## src/rtl/mul_pipe_hs_pkg.sv

```systemverilog
// mul_pipe_hs_pkg: condition-field type and helpers shared by the pipelined multiplier
package mul_pipe_hs_pkg;
  typedef struct packed {
    logic lt;
    logic gt;
    logic eq;
    logic ov;
  } cr_field_t;
  function automatic int ceil_div(input int n, input int d);
    return (n + d - 1) / d;
  endfunction
  function automatic cr_field_t crf_of(input logic neg, input logic zero, input logic ov);
    return '{lt: neg, gt: ~neg & ~zero, eq: zero, ov: ov};
  endfunction
endpackage

```

## src/rtl/mul_pipe_stage.sv

```systemverilog
// mul_pipe_stage: one partial-product-accumulate step with global stall and flush
module mul_pipe_stage
  import mul_pipe_hs_pkg::*;
#(
  parameter int WIDTH = 32,
  parameter int CH = 8,
  parameter int BW = 32,
  parameter int SW = 6,
  parameter int K = 0,
  parameter bit LAST = 1'b0
) (
  input  logic             clk,
  input  logic             reset_n,
  input  logic             en,
  input  logic             flush,
  input  logic             v_i,
  input  logic [SW-1:0]    side_i,
  input  logic [WIDTH-1:0] a_i,
  input  logic [BW-1:0]    b_i,
  input  logic [2*WIDTH:0] acc_i,
  output logic             v_o,
  output logic [SW-1:0]    side_o,
  output logic [WIDTH-1:0] a_o,
  output logic [BW-1:0]    b_o,
  output logic [2*WIDTH:0] acc_o
);
  localparam int D = 2 * WIDTH + 1;
  logic [D-1:0] a_ext, c_ext, acc_d;
  always_comb begin
    a_ext = {{(D - WIDTH){~side_i[0] & a_i[WIDTH-1]}}, a_i};
    c_ext = {{(D - CH){LAST & ~side_i[0] & b_i[CH-1]}}, b_i[CH-1:0]};
    acc_d = acc_i + ((a_ext * c_ext) << (K * CH));
  end
  always_ff @(posedge clk or negedge reset_n)
    if (!reset_n) begin
      v_o    <= 1'b0;
      side_o <= '0;
      a_o    <= '0;
      b_o    <= '0;
      acc_o  <= '0;
    end else begin
      v_o <= ~flush & (en ? v_i : v_o);
      if (en) begin
        side_o <= side_i;
        a_o    <= a_i;
        b_o    <= b_i >> CH;
        acc_o  <= acc_d;
      end
    end
endmodule

```

## src/rtl/mul_pipe_hs.sv

```systemverilog
// mul_pipe_hs: valid/ready pipelined multiplier with CR fields; MUL_PIPE_SAT_EN adds in_sat saturation
module mul_pipe_hs
  import mul_pipe_hs_pkg::*;
#(
  parameter int WIDTH = 32,
  parameter int STAGES = 4,
  parameter int TAG_WIDTH = 5
) (
  input  logic                 clk,
  input  logic                 reset_n,
  input  logic                 flush,
  input  logic                 in_valid,
  output logic                 in_ready,
  input  logic                 in_uns,
`ifdef MUL_PIPE_SAT_EN
  input  logic                 in_sat,
`endif
  input  logic [TAG_WIDTH-1:0] in_tag,
  input  logic [WIDTH-1:0]     a,
  input  logic [WIDTH-1:0]     b,
  output logic                 out_valid,
  input  logic                 out_ready,
  output logic [TAG_WIDTH-1:0] out_tag,
  output logic [WIDTH-1:0]     res_hi,
  output logic [WIDTH-1:0]     res_lo,
  output cr_field_t            crf_hi,
  output cr_field_t            crf_lo
);
  localparam int CH = ceil_div(WIDTH, STAGES);
  localparam int BW = STAGES * CH;
`ifdef MUL_PIPE_SAT_EN
  localparam int SW = TAG_WIDTH + 2;
`else
  localparam int SW = TAG_WIDTH + 1;
`endif
  logic                 advance, ov, unused;
  logic [STAGES:0]      v;
  logic [SW-1:0]        side [STAGES+1];
  logic [WIDTH-1:0]     op_a [STAGES+1];
  logic [BW-1:0]        op_b [STAGES+1];
  logic [2*WIDTH:0]     acc  [STAGES+1];
  logic [WIDTH-1:0]     lo_raw;
  assign advance  = ~out_valid | out_ready;
  assign in_ready = advance;
  assign v[0]     = in_valid;
`ifdef MUL_PIPE_SAT_EN
  assign side[0]  = {in_tag, in_sat, in_uns};
`else
  assign side[0]  = {in_tag, in_uns};
`endif
  assign op_a[0]  = a;
  assign op_b[0]  = in_uns ? BW'(b) : BW'($signed(b));
  assign acc[0]   = '0;
  for (genvar k = 0; k < STAGES; k++) begin : g_stage
    mul_pipe_stage #(
      .WIDTH(WIDTH), .CH(CH), .BW(BW), .SW(SW), .K(k), .LAST(k == STAGES - 1)
    ) u_stage (
      .clk(clk), .reset_n(reset_n), .en(advance), .flush(flush),
      .v_i(v[k]), .side_i(side[k]), .a_i(op_a[k]), .b_i(op_b[k]), .acc_i(acc[k]),
      .v_o(v[k+1]), .side_o(side[k+1]), .a_o(op_a[k+1]), .b_o(op_b[k+1]), .acc_o(acc[k+1])
    );
  end
  assign out_valid = v[STAGES];
  assign out_tag   = side[STAGES][SW-1 -: TAG_WIDTH];
  assign res_hi    = acc[STAGES][2*WIDTH-1:WIDTH];
  assign lo_raw    = acc[STAGES][WIDTH-1:0];
  assign ov        = side[STAGES][0] ? |res_hi : res_hi != {WIDTH{lo_raw[WIDTH-1]}};
`ifdef MUL_PIPE_SAT_EN
  logic [WIDTH-1:0] lo_sat;
  assign lo_sat = side[STAGES][0] ? '1 : {res_hi[WIDTH-1], {(WIDTH - 1){~res_hi[WIDTH-1]}}};
  assign res_lo = side[STAGES][1] & ov ? lo_sat : lo_raw;
`else
  assign res_lo = lo_raw;
`endif
  assign crf_hi = out_valid ? crf_of(res_hi[WIDTH-1], ~|res_hi, 1'b0) : '0;
  assign crf_lo = out_valid ? crf_of(res_lo[WIDTH-1], ~|res_lo, ov) : '0;
  assign unused = ^{op_a[STAGES], op_b[STAGES], acc[STAGES][2*WIDTH]};
endmodule
```

## config.mk

```make
export PLATFORM = sky130hd
export DESIGN_NAME = mul_pipe_hs
export DESIGN_NICKNAME = d
export VERILOG_FILES = /design/src/rtl/mul_pipe_hs_pkg.sv /design/src/rtl/mul_pipe_stage.sv /design/src/rtl/mul_pipe_hs.sv
export SDC_FILE = /design/constraint.sdc
export NUM_CORES = 2
export LEC_CHECK = 0
export CAP_MARGIN = 30
export CORE_MARGIN = 1
export CORE_UTILIZATION = 40
export DETAILED_ROUTE_END_ITERATION = 6
export PLACE_DENSITY = 0.63
export SLEW_MARGIN = 5
export SYNTH_ARGS = -nofsm -noshare
export SYNTH_HDL_FRONTEND = slang
export SYNTH_HIERARCHICAL = 1
export SYNTH_SLANG_ARGS = --single-unit
```

## constraint.sdc

```tcl
create_clock -name clk -period 7.4 [get_ports clk]
set_input_delay 1.48 -clock clk [delete_from_list [all_inputs] [get_ports clk]]
set_output_delay 1.48 -clock clk [all_outputs]
set_load 0.01 [all_outputs]
```

; Yosys cells after proc, flatten, opt, wreduce, memory -nomap -nowiden
; Index checks and enable logic that the tools add are counted.
[op_classes]
addsub = 3
multipliers = 4
div = 0
order_cmp = 0
n_eq_ne = 1
shift = 0
muxes = 7
n_bitwise = 20
reduce_logical = 4
[ops]
columns = cell, n
row1 = adder 64 bit, 2
row2 = multiplier 33 x 9 -> 42 bit, 3
row3 = OR reduction 32 bit, 2
row4 = adder 42 x 50 -> 51 bit, 1
row5 = multiplier 33 x 9 -> 40 bit, 1
row6 = != test 32 bit, 1
row7 = AND 1 bit, 11
row8 = 2-to-1 mux 4 bit, 2
row9 = NOT 1 bit, 8
row10 = 2-to-1 mux 1 bit, 5
row11 = zero test 1 bit, 2
row12 = bitwise OR 1 bit, 1
[totals]
reg_bits = 406
latchBits = 0
ramBits = 0
romBits = 0
mem_count = 0

; Longest topological paths before layout
[logic_depth]
ltp_word = 4
ltp_mapped = 34

; Modules after synthesis
; The synthesis kept the hierarchy.
[by_module_without_submodules]
columns = mod, instances, cells_per_inst, area_per_inst_um2, seq_area_each_um2
row1 = mul_pipe_stage at g_stage[0].u_stage, 1, 1923, 17695.7, 3203.1
row2 = mul_pipe_stage at g_stage[1].u_stage, 1, 1850, 17341.6, 3203.1
row3 = mul_pipe_stage at g_stage[2].u_stage, 1, 1774, 16743.6, 3203.1
row4 = mul_pipe_stage at g_stage[3].u_stage, 1, 1648, 16433.3, 3203.1
row5 = mul_pipe_hs, 1, 50, 302.8, 0.0

; Worst setup path before layout
; No wires, ideal clock.
[synth_path]
path_kind = input port to flip-flop
from = input a[31]
to = register, netlist name g_stage[0].u_stage/acc_o[50]
t_arrival_ns = 8.181
setup_slack_ns = -0.924
stages = 23
n_path_buf = 2
path_cell_list = clkbuf_1 nor2b_1 nand2_1 fa_1 inv_1 fa_1 fa_1 inv_1 fa_1 inv_1 ha_1 and3_1 and2_1 a221oi_1 o32a_1 nand3_1 xnor2_1 ha_1 clkbuf_1 nand4_1 nor3b_1 a221oi_1 o311ai_1
[synth_via]
elab_chain_cells = 2
[synth_lines]
columns = item, line_no
row1 = "start, declared", mul_pipe_hs.sv:19  ; input logic [WIDTH-1:0] a,
row2 = AND 1 bit, mul_pipe_stage.sv:30  ; a_ext = {{(D - WIDTH){~side_i[0] & a_i[WIDTH-1]}}, a_i};
row3 = multiplier 33 x 9 -> 42 bit *, mul_pipe_stage.sv:32  ; acc_d = acc_i + ((a_ext * c_ext) << (K * CH));
; Mark *: on every way between the ends. The rest lies on a longest branch, timed or not.
; A chain may end at the register's enable or synchronous reset.

; Final worst setup path
[layout_path]
from = register g_stage[2].u_stage.a_o[5]
to = register g_stage[3].u_stage.acc_o[61]
[layout_via]
elab_chain_cells = 2
[layout_lines]
columns = item, line_no
row1 = "start, declared", mul_pipe_stage.sv:23  ; output logic [WIDTH-1:0] a_o,
row2 = "start signal, assigned", mul_pipe_stage.sv:45  ; a_o <= a_i;
row3 = multiplier 33 x 9 -> 40 bit, mul_pipe_stage.sv:32
row4 = adder 64 bit, mul_pipe_stage.sv:32
row5 = "end signal, assigned", mul_pipe_stage.sv:40  ; acc_o <= '0;
row6 = "end signal, assigned", mul_pipe_stage.sv:47  ; acc_o <= acc_d;
row7 = "end, declared", mul_pipe_stage.sv:25  ; output logic [2*WIDTH:0] acc_o
; Every way passes these cells.

==> results.toml <==
[global_routing]
met2_usage = 0.400
grt.total_usage = 0.229
grt_pass1_vias = 54530
grt_remaining_overflow = 0
busiest_layer = "met2"
grt_max_degree = 140
grt.met1_usage = 0.300
use_met3 = 0.0209
antenna_found_initial = 8
grt_pass1_wl_um = 299000

[worst_setup_path]
critical_path_class = "reg -> reg"
end_kind = "flop"
slowest_delay_ps = 550
regToRegSetupSlack_ps = -60
ff2ff_path_depth = 28
slowest_stage = "or4_4"
worstPathMaxFanout = 7
reg2reg_to = "g_stage[3].u_stage/acc_o[61]"
cp.arrival_ps = 8030
critPathMostFrequentCell = "fa_1"
r2r-start = "g_stage[2].u_stage/a_o[5]"
required_ps = 7970
start_kind = "flop"

[hold_path]
whs_endpoint = "g_stage[1].u_stage/acc_o[11]"
hold_class = "reg -> reg"
hp-start = "g_stage[1].u_stage/acc_o[11]"
min_path_cells = 1

[sta]
timing.final.hold_violations = 0
rsz0062_at_grt = "yes"
setup_slack_ps = -55.8
max_freq_mhz = 134
relSlewSlack = 0.333
worst_slew_pin_slew_ps = 1000
period_needed_ps = 7460
finalMaxSlewViolations = 0
skew_ps = 69.7
fin_crit_sh = 1.01
setup_viol = 2

[route]
drc_errors = 0
wl_um = 189000
ant_nets = 0
drt_first_pass_iters = 5
vias = 52750
drt_iter0_drc = 2906
via_per_inst = 5.14
wire_per_inst_um = 18.5

[clock_network]
clkTransAtPathRegs_ps = 60
root_buffer = "clkbuf_16"
cts_buffers = 56
htree_levels = 2
cts_tree = "built"
clock_latency_ps = 720
clockBufferDepth = 3
cts_sinks = 428
postCtsHoldBufs = 0

[place]
gp_congestion = 0.959
post-place-ws_ps = -629
port_buffers = 152
place_hpwl_um = 157000

[final_layout]
areaGrowthSynthToFinish_pct = 24.9
finalNetCount = 9524
mostFrequentLayoutCells = "1055 x inv_1, 981 x buf_4, 842 x fa_1"
final_layout_size_suffix_gt1_frac = 0.245
final_common_cell = "inv_1"
multi_input_area_um2 = 51300
regArea_um2 = 10700
n_fill_cell = 14790

[run_status]
violations = "negative setup slack"
status = "complete, but fails checks"

[floorplanning]
io-pin-count = 154
dieArea_um2 = 164000
die_w_um = 405
core_area_um2 = 161000
rows = 147
die_h_um = 405
start_util = 0.403

[synth]
yosysWarnings = 6
netlist_area_um2 = 64800
avgSynthCellArea_um2 = 9.28
synth_cells = 6990

[flow_run]
cap_viol_max_count = 0
-- worst max-delay path: cells and delay by family (launching register included) --
kind                       cells  cell delay, ps
AOI/OAI and AO/OA             10            1900
DFF                            1             400
and+or+nand+nor                5            1160
adders and majority gates      7            2880
xor gates and xnor gates       2             250
buffers and inverters          3             470
muxes                          1             260
-- final cells by class --
| class | count | area share |
|---|---|---|
| diodes | 3 | 0.0000927 |
| clock buffers | 63 | 0.0182 |
| clock inverters | 43 | 0.00745 |
| inverters | 1075 | 0.0498 |
| multi-input cells | 5273 | 0.633 |
| flip-flops and latches | 428 | 0.133 |
| well taps | 2160 | 0.0334 |
| repair buffers | 1208 | 0.125 |
-- how the worst max path moves through the flow --
stage                                   start                           end  slack [ps]  cells past startpoint
floorplan                               a[31]  g_stage[0].u_stage/acc_o[50]          20                     23
global placement    g_stage[1].u_stage/b_o[4]  g_stage[2].u_stage/acc_o[56]        -580                     29
detailed placement  g_stage[1].u_stage/b_o[4]  g_stage[2].u_stage/acc_o[56]        -630                     29
CTS                 g_stage[1].u_stage/b_o[3]  g_stage[2].u_stage/acc_o[56]          -4                     30
global route        g_stage[2].u_stage/b_o[0]  g_stage[3].u_stage/acc_o[61]        -290                     29
finish              g_stage[2].u_stage/a_o[5]  g_stage[3].u_stage/acc_o[61]         -60                     28
-- metrics by stage --
step / hold slack, ps / util / TNS (ps) / instance area [um2] / std cells
after CTS: 496 / 0.490 / -4.42 / 78700 / 10195
after detailed placement: 479 / 0.472 / -22380 / 75900 / 10069
after global routing: 515 / 0.504 / -2780 / 81000 / 10251
after floorplan: 449 / - / 0 / 65100 / 7060
after global placement: 468 / 0.472 / -16470 / 75900 / 10069
final: 494 / 0.504 / -84.4 / 81000 / 10253
-- repair_timing --
item	CTS	global route
buffers inserted	20	51
cloned	0	4
setup endpoints to repair	56	65
pin swaps	51	233
resized for setup	135	346
-- flip-flops by register name, indices dropped and copies added (netlist names) --
| signal | flops |
|---|---|
| g_stage.u_stage/acc_o | 256 |
| g_stage.u_stage/a_o | 96 |
| g_stage.u_stage/b_o | 48 |
| g_stage.u_stage/side_o | 24 |
| g_stage.u_stage/v_o | 4 |
-- layer usage --
| layer | part of all wire | wire (um) |
|---|---|---|
| met5 | 0.00017 | 32 |
| met4 | 0.036 | 6900 |
| met3 | 0.035 | 6660 |
| met2 | 0.49 | 93000 |
| met1 | 0.44 | 82800 |
Power is left out: the tool's default activity adds up to more than one toggle a clock period on the data nets, which glitch-free logic cannot reach.
